### config.mk
export PLATFORM = sky130hd
export DESIGN_NAME = bit_replicator_seq
export DESIGN_NICKNAME = d
export VERILOG_FILES = /design/src/rtl/bit_replicator_seq.sv
export SDC_FILE = /design/constraint.sdc
export NUM_CORES = 1
export LEC_CHECK = 0
export ABC_CLOCK_PERIOD_IN_PS = 1000
export CAP_MARGIN = 20
export CELL_PAD_IN_SITES_DETAIL_PLACEMENT = 0
export CELL_PAD_IN_SITES_GLOBAL_PLACEMENT = 1
export CORE_MARGIN = 2
export CORE_UTILIZATION = 28
export CTS_CLUSTER_SIZE = 14
export DETAILED_ROUTE_END_ITERATION = 12
export PLACE_DENSITY_LB_ADDON = 0.1
export SYNTH_ARGS = -nofsm -noshare
export SYNTH_HDL_FRONTEND = slang
export SYNTH_SLANG_ARGS = --single-unit
### constraint.sdc
create_clock -name clk -period 1 [get_ports clk]
set_input_delay 0.1 -clock clk [delete_from_list [all_inputs] [get_ports clk]]
set_output_delay 0.1 -clock clk [all_outputs]
set_load 0.005 [all_outputs]
### src/rtl/bit_replicator_seq.sv
// Sequential bit replicator: captures a request, then shifts the selected b bit
// in one copy per clock to build {0.., a, bb x n, cb}, and holds it until taken.
module bit_replicator_seq #(
   parameter  int B_W     = 2,
   parameter  int C_W     = 3,
   parameter  int MAX_REP = 4,
   localparam int Y_W     = MAX_REP + 2,
   localparam int R_W     = $clog2(MAX_REP + 1),
   localparam int BS_W    = (B_W > 1) ? $clog2(B_W) : 1,
   localparam int CS_W    = (C_W > 1) ? $clog2(C_W) : 1
) (
   input  logic             clk,
   input  logic             rst_n,
   input  logic             in_valid,
   output logic             in_ready,
   input  logic             a,
   input  logic [B_W-1:0]   b,
   input  logic [C_W-1:0]   c,
   input  logic [BS_W-1:0]  b_sel,
   input  logic [CS_W-1:0]  c_sel,
   input  logic [R_W:0]     rep,
   output logic [Y_W-1:0]   y,
   output logic             out_valid,
   input  logic             out_ready,
   output logic             clamped
);

   typedef enum logic [1:0] {
      IDLE  = 2'd0,
      BUILD = 2'd1,
      DONE  = 2'd2
   } state_t;

   state_t          state;
   state_t          next_state;
   logic [R_W-1:0]  count;
   logic            bb_bit;

   logic            accept;
   logic            handshake;
   logic            bb_in;
   logic            cb_in;
   logic            clamp_in;
   logic [R_W-1:0]  n_in;

   assign in_ready  = (state == IDLE);
   assign accept    = in_valid && in_ready;
   assign handshake = out_valid && out_ready;

   // Out-of-range selects read as 0 rather than wrapping or flagging.
   always_comb begin
      // NOTE: every always_comb output gets a default first so no path can infer a latch.
      bb_in    = 1'b0;
      cb_in    = 1'b0;
      if (int'(b_sel) < B_W) bb_in = b[b_sel];
      if (int'(c_sel) < C_W) cb_in = c[c_sel];
      clamp_in = (rep > (R_W+1)'(MAX_REP));
      n_in     = clamp_in ? R_W'(MAX_REP) : rep[R_W-1:0];
   end

   always_ff @(posedge clk or negedge rst_n) begin
      // NOTE: sequential state uses non-blocking assignments so all registers update together.
      if (!rst_n) state <= IDLE;
      else        state <= next_state;
   end

   always_comb begin
      next_state = state;
      unique case (state)
         IDLE: begin
            if (accept) next_state = (n_in == '0) ? DONE : BUILD;
         end
         BUILD: begin
            if (count == R_W'(1)) next_state = DONE;
         end
         DONE: begin
            if (handshake) next_state = IDLE;
         end
         default: next_state = IDLE;
      endcase
   end

   // Shifting inserts bb at bit 1, so cb stays at bit 0 and a walks upward.
   always_ff @(posedge clk or negedge rst_n) begin
      if (!rst_n) begin
         y         <= '0;
         count     <= '0;
         bb_bit    <= 1'b0;
         clamped   <= 1'b0;
         out_valid <= 1'b0;
      end else begin
         unique case (state)
            IDLE: begin
               if (accept) begin
                  y         <= {{(Y_W-2){1'b0}}, a, cb_in};
                  count     <= n_in;
                  bb_bit    <= bb_in;
                  clamped   <= clamp_in;
                  out_valid <= 1'b0;
               end
            end
            BUILD: begin
               y     <= {y[Y_W-2:1], bb_bit, y[0]};
               count <= count - R_W'(1);
            end
            DONE: begin
               // One registered settle cycle in DONE before the result is offered.
               if (!out_valid)     out_valid <= 1'b1;
               else if (out_ready) out_valid <= 1'b0;
            end
            default: out_valid <= 1'b0;
         endcase
      end
   end

endmodule
==> results of run 1 <==
## metal layers
layer	global-route usage	vias to the layer above	wire length, µm
li1	-	353	-
met3	0.0417	2	90
met5	0	-	0
met4	0.0500	0	10
met1	0.197	343	906
met2	0.248	15	937
## placed cells by master, fill, tap and decap left out, types with 2 or more instances in the layout
master           instances
a21oi_2                  4
clkdlybuf4s50_1         16
mux2i_1                  2
nand3_1                  3
nand2b_1                 2
dfrtp_1                 14
inv_1                    4
nand2_1                  7
buf_6                    8
nor2_1                   2
a22o_1                   4
nor2_4                   3
buf_4                   19
clkbuf_4                 3
o21ai_1                  3
ha_1                     2
nor2b_4                  2
buf_2                    2
clkbuf_2                 7
o22a_1                   2
## sequential cells by signal, summed over array words and instances, names as in the netlist
| name | flops |
|---|---|
| state | 2 |
| clamped | 1 |
| count | 3 |
| out_valid | 1 |
| y | 6 |
| bb_bit | 1 |
## timing repair
action	CTS	global route
gates resized for setup	36	21
setup endpoints to repair	22	22
setup buffers	10	3
pin swaps	10	5
## power breakdown
part,switching (mW),internal (mW),leakage [nW]
Clock,0.206,0.222,0.0210
Combinational,0.889,1.25,0.399
Sequential,0.192,0.840,0.170
## stage by stage
step,cells,setup WS [ps]
final,152,-227
after global routing,152,-308
after CTS,149,-243
after detailed placement,135,-347
after global placement,135,-303
after floorplan,68,-69.2
## worst max-delay path, delay by kind of cell (launching register included)
kind,cells,cell delay (ps)
AOI/OAI and AO/OA,1,120
buffers and inverters,3,380
DFF,1,400
and+or+nand+nor,2,250
## layout make-up
| class | count | area [µm²] | share of cell area |
|---|---|---|---|
| inverters | 4 | 15.0 | 0.0119 |
| flip-flops and latches | 14 | 350 | 0.278 |
| clock buffers | 4 | 36.3 | 0.0287 |
| repair buffers | 52 | 438 | 0.347 |
| multi-input cells | 48 | 385 | 0.305 |
| well taps | 30 | 37.5 | 0.0297 |
## how the worst max path moves through the flow
stage / start / slack [ps] / cells after the start / to
after CTS: state[0] / -240 / 6 / bb_bit
after detailed placement: in_valid / -350 / 5 / count[2]
after floorplan: state[1] / -70 / 4 / count[1]
after global placement: in_valid / -300 / 5 / count[2]
after global routing: state[1] / -310 / 6 / clamped
final: state[1] / -230 / 6 / clamped
## kinds of logic (layout without fill, tap and decap cells)
family	count (synthesis)	count (layout)	share of synthesized area
compound gates	20	20	0.204
flops	14	14	0.500
fa+ha+maj	2	2	0.0357
mux	2	2	0.0286
buf+inv	6	60	0.0536
simple gates	24	24	0.179
==> impl_metrics.env, run 1 <==
export IMPL_vias_per_cell=4.69
export IMPL_synth_most_common_cell="dfrtp_1"
export IMPL_power_leakage_nw=0.590
export IMPL_p_total_mw=3.60
export IMPL_n_antenna_cell=0
export IMPL_cap_viol_max_count=0
export IMPL_cts_buffers_inserted=3
export IMPL_wl_per_cell_um=12.8
export IMPL_final_area_um2=1260
export IMPL_syn_num_nets=87
export IMPL_place_gp_congestion=0.709
export IMPL_syn_area_per_cell_um2=10.3
export IMPL_grt_max_degree=15
export IMPL_hold_viol_final=0
export IMPL_antenna_found_initial=0
export IMPL_drt_iter0_drc=6
export IMPL_vias=713
export IMPL_rrSetupSlack_ps=-230
export IMPL_grt_util_all_layers=0.153
export IMPL_grt_pass1_vias=680
export IMPL_fin_util=0.519
export IMPL_setup_viol=15
export IMPL_grt_overflow=0
export IMPL_cp_start_kind="register"
export IMPL_drv_slew=0
export IMPL_period_share=1.23
export IMPL_place_area_um2=1080
export IMPL_cts_tree="built"
export IMPL_status="complete, but fails checks"
export IMPL_clkSinkCount=14
export IMPL_rows=18
export IMPL_drive_gt1_frac=0.443
export IMPL_failed_checks="setup timing"
export IMPL_syn_inst=68
export IMPL_yosysSeqAreaShare=0.500
export IMPL_synth_edf_count=0
export IMPL_p_per_area_nw_per_um2=2850
export IMPL_cts_path_max_buffers=2
export IMPL_synth_top_area_share=0.500
export IMPL_drc_errors=0
export IMPL_end_kind="register"
export IMPL_rr_endpoint="clamped"
export IMPL_crit_path_max_incr_delay_ps=400
export IMPL_crit_chain="buf_6, buf_6, nor3b_4, buf_6, nor2_2, a31oi_1"
export IMPL_period_needed_ps=1230
export IMPL_hold_path_class="input pin to async pin"
export IMPL_initial_utilization=0.288
export IMPL_rr_startpoint="state[1]"
export IMPL_ys_top_cells_by_count="dfrtp_1 (14), nand2_1 (7), nor2_1 (6)"
export IMPL_max_slew_margin=0.806
export IMPL_die_h_um=54.0
export IMPL_die_width_um=54.0
export IMPL_cp_arrival_ps=1440
export IMPL_fill_cells=241
export IMPL_path_max_fanout=5
export IMPL_fp_coreArea_um2=2430
export IMPL_reg2regPathDepth=6
export IMPL_synth_area_leaders="dfrtp_1 (50%), a22o_1 (5.0%), nand2_1 (3.8%)"
export IMPL_cp_slowest_cell="dfrtp_1"
export IMPL_dpl_hpwl_mm=1.41
export IMPL_ctsHoldBuffers=0
export IMPL_nNetsFinal=142
export IMPL_rsz0062_at_grt="true"
export IMPL_grt_pass1_wl_mm=3.10
export IMPL_port_buffers=25
export IMPL_synthFlopType="dfrtp_1"
export IMPL_drt_pass1_iter_count=4
export IMPL_worstPathRequired_ps=1210
export IMPL_insertion_delay_ps=280
export IMPL_finalClockSkew_ps=2.85
export IMPL_critPathMostFrequentCell="buf_6"
export IMPL_clk_pin_slew_worst_paths_ps=100
export IMPL_synth_cell_type_count=22
export IMPL_worst_slack_ps=-227
export IMPL_ant_nets=0
export IMPL_areaGrowthSynthToFinish_pct=80.2
export IMPL_syn_area_um2=701
export IMPL_yosysTopAreaCell="dfrtp_1"
export IMPL_cts_root_buf="clkbuf_4"
export IMPL_worst_pin_slew_ps=287
export IMPL_yosysWarnings=0
export IMPL_pin_count=26
export IMPL_criticalPathCategory="register to register"
export IMPL_max_freq_mhz=815
export IMPL_fin_setup_tns_ps=-2750
export IMPL_irDropWorstVdd_mv=1.42
export IMPL_synth_async_reset_ratio=1.00
export IMPL_wirelength_mm=1.94
export IMPL_whs_ps=116
export IMPL_synth_seq_cells=14
export IMPL_design_die_area_um2=2920
export IMPL_htree_levels=1
Power figures use the tool's default switching activity.
==> run 2: changes to the inputs <==
--- a/config.mk
+++ b/config.mk
@@ -14,6 +14,7 @@
 export CTS_CLUSTER_SIZE = 14
 export DETAILED_ROUTE_END_ITERATION = 12
 export PLACE_DENSITY_LB_ADDON = 0.1
+export SLEW_MARGIN = 20
 export SYNTH_ARGS = -nofsm -noshare
 export SYNTH_HDL_FRONTEND = slang
 export SYNTH_SLANG_ARGS = --single-unit
==> results of run 2 <==
No change in the layout: final DEF, timing and power equal those of run 1.
